===== src/rtl/dmem_arb_pkg.sv =====
// Shared encodings and types for the data-memory arbiter/sequencer.
package dmem_arb_pkg;

  localparam int unsigned ADDR_W = 16;
  localparam int unsigned DATA_W = 32;

  localparam logic [1:0] SIZE_B = 2'b00;
  localparam logic [1:0] SIZE_H = 2'b01;
  localparam logic [1:0] SIZE_W = 2'b10;

  localparam logic PORT_CPU = 1'b0;
  localparam logic PORT_DBG = 1'b1;

  typedef enum logic [1:0] {
    IDLE    = 2'd0,
    RD_WAIT = 2'd1,
    WR      = 2'd2,
    RESP    = 2'd3
  } state_t;

  // Attributes of the access currently in flight
  typedef struct packed {
    logic       port;
    logic       we;
    logic [1:0] size;
    logic       uns;
    logic [1:0] lane;
  } acc_t;

  // Half needs an even address; word (and size 11) needs a 4-byte-aligned one
  function automatic logic misaligned(input logic [1:0] size, input logic [1:0] lane);
    case (size)
      SIZE_B:  misaligned = 1'b0;
      SIZE_H:  misaligned = lane[0];
      default: misaligned = (lane != 2'b00);
    endcase
  endfunction

endpackage


===== src/rtl/dmem_lane.sv =====
// Byte-lane steering: sub-word load extraction/extension and store merge.
module dmem_lane
  import dmem_arb_pkg::*;
(
  input  logic [DATA_W-1:0] ld_word,
  input  logic [1:0]        lane,
  input  logic [1:0]        size,
  input  logic              uns,
  input  logic [DATA_W-1:0] st_old,
  input  logic [DATA_W-1:0] st_new,
  output logic [DATA_W-1:0] ld_data_c,
  output logic [DATA_W-1:0] st_word_c
);

  logic [7:0]  ld_byte;
  logic [15:0] ld_half;

  // Load: pick the lane, then sign- or zero-extend
  always_comb begin
    ld_byte   = ld_word[{lane, 3'b000} +: 8];
    ld_half   = lane[1] ? ld_word[31:16] : ld_word[15:0];
    ld_data_c = ld_word;
    case (size)
      SIZE_B:  ld_data_c = {{24{~uns & ld_byte[7]}}, ld_byte};
      SIZE_H:  ld_data_c = {{16{~uns & ld_half[15]}}, ld_half};
      default: ld_data_c = ld_word;
    endcase
  end

  // Store: overwrite only the addressed lanes of the old word
  always_comb begin
    st_word_c = st_old;
    case (size)
      SIZE_B:  st_word_c[{lane, 3'b000} +: 8]      = st_new[7:0];
      SIZE_H:  st_word_c[{lane[1], 4'b0000} +: 16] = st_new[15:0];
      default: st_word_c = st_new;
    endcase
  end

endmodule


===== src/rtl/dmem_arb_ctrl.sv =====
// Arbitrates CPU and debug access to a word-only RAM; sub-word stores are
// done as read-modify-write.
module dmem_arb_ctrl
  import dmem_arb_pkg::*;
#(
  parameter int unsigned RD_LAT = 1
) (
  input  logic              clk,
  input  logic              rst,
  input  logic              cpu_req,
  input  logic              cpu_we,
  input  logic [1:0]        cpu_size,
  input  logic              cpu_uns,
  input  logic [ADDR_W-1:0] cpu_addr,
  input  logic [DATA_W-1:0] cpu_wdata,
  output logic [DATA_W-1:0] cpu_rdata,
  output logic              cpu_ready,
  output logic              cpu_err,
  output logic              cpu_stall,
  input  logic              dbg_req,
  input  logic              dbg_we,
  input  logic [ADDR_W-1:0] dbg_addr,
  input  logic [DATA_W-1:0] dbg_wdata,
  output logic [DATA_W-1:0] dbg_rdata,
  output logic              dbg_ready,
  output logic [ADDR_W-1:0] ram_addr,
  output logic [DATA_W-1:0] ram_wdata,
  output logic              ram_wen,
  input  logic [DATA_W-1:0] ram_rdata
);

  localparam int unsigned CNT_W = (RD_LAT < 2) ? 1 : $clog2(RD_LAT + 1);

  state_t            state_q, state_d;
  acc_t              acc_q, acc_d;
  logic              last_gnt_q, last_gnt_d;
  logic [CNT_W-1:0]  cnt_q, cnt_d;
  logic [ADDR_W-1:0] addr_d;
  logic [DATA_W-1:0] wdata_d;
  logic [DATA_W-1:0] cpu_rdata_d, dbg_rdata_d;
  logic              cpu_ready_d, dbg_ready_d, cpu_err_d;
  logic              gnt_dbg;
  logic [ADDR_W-1:0] req_addr;
  logic [DATA_W-1:0] ld_data_c, st_word_c;

  dmem_lane u_lane (
    .ld_word   (ram_rdata),
    .lane      (acc_q.lane),
    .size      (acc_q.size),
    .uns       (acc_q.uns),
    .st_old    (ram_rdata),
    .st_new    (ram_wdata),
    .ld_data_c (ld_data_c),
    .st_word_c (st_word_c)
  );

  always_ff @(posedge clk or posedge rst) begin
    if (rst) begin
      state_q    <= IDLE;
      acc_q      <= '0;
      last_gnt_q <= PORT_DBG;
      cnt_q      <= '0;
      ram_addr   <= '0;
      ram_wdata  <= '0;
      cpu_rdata  <= '0;
      dbg_rdata  <= '0;
      cpu_ready  <= 1'b0;
      dbg_ready  <= 1'b0;
      cpu_err    <= 1'b0;
    end else begin
      state_q    <= state_d;
      acc_q      <= acc_d;
      last_gnt_q <= last_gnt_d;
      cnt_q      <= cnt_d;
      ram_addr   <= addr_d;
      ram_wdata  <= wdata_d;
      cpu_rdata  <= cpu_rdata_d;
      dbg_rdata  <= dbg_rdata_d;
      cpu_ready  <= cpu_ready_d;
      dbg_ready  <= dbg_ready_d;
      cpu_err    <= cpu_err_d;
    end
  end

  always_comb begin
    state_d     = state_q;
    acc_d       = acc_q;
    last_gnt_d  = last_gnt_q;
    cnt_d       = cnt_q;
    addr_d      = ram_addr;
    wdata_d     = ram_wdata;
    cpu_rdata_d = cpu_rdata;
    dbg_rdata_d = dbg_rdata;
    cpu_ready_d = 1'b0;
    dbg_ready_d = 1'b0;
    cpu_err_d   = 1'b0;

    // On a conflict the port not granted last time wins
    gnt_dbg  = dbg_req & (~cpu_req | (last_gnt_q == PORT_CPU));
    req_addr = gnt_dbg ? dbg_addr : cpu_addr;

    case (state_q)
      IDLE: begin
        if (cpu_req | dbg_req) begin
          last_gnt_d = gnt_dbg ? PORT_DBG : PORT_CPU;
          acc_d.port = gnt_dbg ? PORT_DBG : PORT_CPU;
          acc_d.we   = gnt_dbg ? dbg_we : cpu_we;
          acc_d.size = gnt_dbg ? SIZE_W : cpu_size;
          acc_d.uns  = ~gnt_dbg & cpu_uns;
          acc_d.lane = gnt_dbg ? 2'b00 : req_addr[1:0];
          addr_d     = {req_addr[ADDR_W-1:2], 2'b00};
          wdata_d    = gnt_dbg ? dbg_wdata : cpu_wdata;
          cnt_d      = CNT_W'(RD_LAT);
          // Debug lane is forced to 0, so only the CPU can land here
          if (misaligned(acc_d.size, acc_d.lane)) begin
            state_d   = RESP;
            cpu_err_d = 1'b1;
          end else if (acc_d.we && acc_d.size[1]) begin
            state_d = WR;
          end else begin
            state_d = RD_WAIT;
          end
        end
      end
      RD_WAIT: begin
        if (cnt_q == CNT_W'(0)) begin
          if (acc_q.we) begin
            wdata_d = st_word_c;
            state_d = WR;
          end else begin
            if (acc_q.port == PORT_DBG) dbg_rdata_d = ram_rdata;
            else                        cpu_rdata_d = ld_data_c;
            state_d = RESP;
          end
        end else begin
          cnt_d = cnt_q - CNT_W'(1);
        end
      end
      WR:      state_d = RESP;
      RESP:    state_d = IDLE;
      default: state_d = IDLE;
    endcase

    // Ready pulses are registered: raised on entry to RESP
    if (state_d == RESP && state_q != RESP) begin
      if (acc_d.port == PORT_DBG) dbg_ready_d = 1'b1;
      else                        cpu_ready_d = 1'b1;
    end
  end

  assign ram_wen   = (state_q == WR);
  assign cpu_stall = cpu_req & ~cpu_ready;

endmodule


===== config.mk =====
export PLATFORM = sky130hd
export DESIGN_NAME = dmem_arb_ctrl
export DESIGN_NICKNAME = d
export VERILOG_FILES = /design/src/rtl/dmem_arb_pkg.sv /design/src/rtl/dmem_lane.sv /design/src/rtl/dmem_arb_ctrl.sv
export SDC_FILE = /design/constraint.sdc
export NUM_CORES = 1
export LEC_CHECK = 0
export ABC_AREA = 1
export CORE_ASPECT_RATIO = 0.9
export CORE_MARGIN = 3
export CORE_UTILIZATION = 50
export CTS_CLUSTER_SIZE = 20
export DETAILED_ROUTE_END_ITERATION = 10
export GPL_ROUTABILITY_DRIVEN = 0
export PLACE_DENSITY = 0.87
export RECOVER_POWER = 25
export SKIP_CTS_REPAIR_TIMING = 1
export SLEW_MARGIN = 20
export SYNTH_ARGS = -nofsm -noshare
export SYNTH_HDL_FRONTEND = slang
export SYNTH_HIERARCHICAL = 1
export SYNTH_SLANG_ARGS = --single-unit

===== constraint.sdc =====
create_clock -name clk -period 13.24 [get_ports clk]
set_clock_uncertainty 0.2 [all_clocks]
set_input_delay 2.648 -clock clk [delete_from_list [all_inputs] [get_ports clk]]
set_output_delay 2.648 -clock clk [all_outputs]
set_load 0.05 [all_outputs]

==> metrics.md <==
| Metric | Value |
|---|---|
| Type of the most critical hold path | `register to register` |
| Cell variety after synth | `39` |
| Power per cell area | `288 mW/mm2` |
| PortBufs | `249` |
| Reg2Reg Depth | `9` |
| # setup viols final | `0` |
| Share of the synthesized area in the top cell type | `a little over two fifths` |
| Critical Path RT | `10.39 ns` |
| Setup crit end kind | `output pin` |
| First-pass iteration count of the detailed router | `7` |
| Worst-path fanout max | `2` |
| Yosys synthesis warning count | `6` |
| Share of flip-flops with an asynchronous set or reset | `100%` |
| Worst skew pair latency | `roughly 0.42 ns` |
| Post-layout util | `roughly three quarters` |
| Worst Hold Depth | `2` |
| Vias per inst | `~5.6` |
| Antenna Nets Post-Route | `0` |
| Clock sink count | `about 120` |
| Min cycle time layout | `7.02 ns` |
| DR DRC count | `0` |
| Crit path cell chain | `clkdlybuf4s50_1, inv_1, nor2_1, clkdlybuf4s50_1` |
| Crit path top cell by count | `clkdlybuf4s50_1` |
| Leakage | `approximately 4.7 nW` |
| Final period util | `a little over half` |
| Congestion Overflow GR | `0` |
| Most frequent cell after synthesis | `nand2_1` |
| Die H | `121 um` |
| Post-Syn Area | `about 0.0073 mm2` |
| Slew Limit Fails | `60` |
| Startpoint Class | `input port` |
| Syn Inst Count | `slightly above 900` |
| Crit Path Category | `input port to output pin` |
| DR iter-0 viols | `roughly 990` |
| Post-synth EDFFs | `0` |
| DRT Wirelength | `roughly 25,000 um` |
| WP depth | `4` |
| Post-synthesis sequential area ratio | `between 40% and 50%` |
| Synth Area per Inst | `between 7 and 8 um2` |
| Die area | `roughly 0.016 mm2` |
| Layout cell share with drive strength beyond 1 | `13.0%` |
| Synth area leader | `dfrtp_1` |
| TritonCTS buffer count | `17` |
| Final Hold Fails | `0` |
| Final setup TNS | `0 ns` |
| Worst Path Buf+Inv | `3` |
| GRT Total Usage | `30.2%` |
| Diode count | `0` |
| Fillers | `roughly 1,000` |
| Slew HR | `-78.1%` |
| Core Region | `around 0.014 mm2` |
| CTS tree | `done` |
| RSZ-0062 raised after global routing | `false` |
| I/O pin count | `between 200 and 300` |
| Site row count | `just over 40` |
| Status | `finished with violations` |
| Worst vdd ir | `roughly 170 uV` |
| Number of max-cap violations | `1` |
| Max Root-Sink Buffers | `2` |
| Post-layout nets | `around 1,300` |
| Starting density of the core | `around half` |
| Pin count of the biggest net entering global routing | `between 60 and 70` |
| Reg clk slew, reported paths | `0.06 ns` |
| Top_reg_cell synth | `dfrtp_1` |
| DR WL/cell | `18.4 um` |
| CP peak stage delay | `about 0.83 ns` |
| Largest delay contributor family on the critical path | `buffers and inverters` |
| Initial antenna violation count | `0` |
| Slowest-stage cell, CP | `clkdlybuf4s50_1` |
| Post-DP HPWL | `~17,000 um` |
| Global-route wire length before repair | `38,400 um` |
| Vias post-DR | `7,619` |
| Failing checks | `capacitance limit, slew limit` |
| Vias in the first global route | `~7,500` |
| Clock Tree Root | `clkbuf_16` |
| Max Freq | `around 140 MHz` |
| Crit path DAT | `~4.2 ns` |
| Flops & latches, synth | `124` |
| Worst Max-Slew Pin Slew | `roughly 2.7 ns` |
| Chip Width | `between 100 and 150 um` |
| Top cells by area, synth | `dfrtp_1, nand2_1, mux2_2, o21ai_0, nand3_1` |
| Area growth syn-to-layout | `43.0%` |
| # H-tree levels | `4` |
| Commonest cells post-synth | `nand2_1, dfrtp_1, o21ai_0` |
==> state kept, by name (all words and copies together) (netlist names) <==
register,cells
cnt_q,1
cpu_rdata,32
ram_addr,14
state_q,2
acc_q,7
cpu_ready,1
dbg_rdata,32
last_gnt_q,1
dbg_ready,1
ram_wdata,32
cpu_err,1
==> where the power goes <==
part	total [mW]	internal [mW]	switching, mW	leakage (nW)
clock network	0.511	0.343	0.167	0.313
registers	0.720	0.570	0.151	1.47
logic	1.79	0.605	1.18	2.94
==> worst register-to-register path, cell delays in order (launching register included) <==
cell and delay, ns:
dfrtp_1 0.87, inv_1 0.59, ha_1 0.41, inv_1 0.37
nand3_1 0.21, o22ai_1 0.26, nand2_1 0.09, nand2_1 0.09
nand2_1 0.06, a31oi_1 0.18
==> cells by family after synthesis <==
family | synth area share [%]
multiplexers | 9.81
buffers and inverters | 7.33
flip-flops | 42.3
other | 0.0511
adder cells (fa/ha/maj) | 0.852
AND/OR/NAND/NOR | 24.9
AO/OA/AOI/OAI | 14.7
==> layout by cell type (no fill, tap or decap), types with 2 or more instances in the layout <==
cell             synthesis  layout
clkdlybuf4s50_1          0     216
nor2_4                   2       2
o21ai_4                  2       2
nand3_1                 59      59
dlygate4sd3_1            0      33
nor2_2                   2       2
o21ai_2                  3       3
o21ai_0                 65      65
nand2_1                274     274
clkbuf_16                0      17
mux2_2                  63      63
nand2_2                  2       2
nor2_1                  61      61
clkinvlp_4               0       2
or2_2                   25      25
ha_1                     5       5
conb_1                   1       2
inv_1                   56      55
o22ai_1                  8       8
a31oi_1                 26      26
o21ai_1                  8       8
a22oi_1                  8       8
a21oi_1                 17      17
dfrtp_1                123     123
clkinv_2                 0       3
o211ai_1                39      39
bufinv_16                0       5
clkbuf_8                 0       2
clkbuf_1                19       2
inv_2                    6       6
buf_4                    6       9
==> worst paths after layout <==
check                                 to        start  slack, ns
max reg2reg                ram_wdata[27]     acc_q[0]       9.82
max in group asynchronous   ram_addr[11]          rst       7.81
max                            cpu_stall      cpu_req       6.22
min                          ram_addr[8]  ram_addr[8]       0.28
min in group asynchronous   dbg_rdata[9]          rst       3.23
min reg2reg                  ram_addr[8]  ram_addr[8]       0.28
==> through the flow <==
stage	area, um2	hold slack (ns)	cells	setup WS, ns	power (mW)
2_1_floorplan	7350	0.248	926	7.07	1.92
3_3_place_gp	9850	0.261	1318	6.32	2.45
3_5_place_dp	9850	0.274	1318	6.26	2.49
4_1_cts	10500	0.284	1350	6.23	3.02
5_1_grt	10500	0.290	1350	6.15	3.18
6_report	10500	0.280	1350	6.22	3.02
==> final cells by class <==
cell class / count / area [um2] / area share [%]
multi-input combinational: 680 / 3700 / 35.3
sequential: 124 / 3100 / 29.6
timing repair buffer: 258 / 2560 / 24.4
clock buffer: 21 / 460 / 4.39
tap: 193 / 241 / 2.30
inverter: 63 / 238 / 2.26
clock inverter: 11 / 189 / 1.80
==> layer usage <==
metal  wire length (um)  track usage (%)  vias up
li1                   -                -     3530
met1               9410             36.8     3517
met2              11600             49.6      488
met3               2920             10.2       84
met4                903             12.1        0
met5                  0                0        -
No activity file was read; power rests on OpenSTA's default activity.
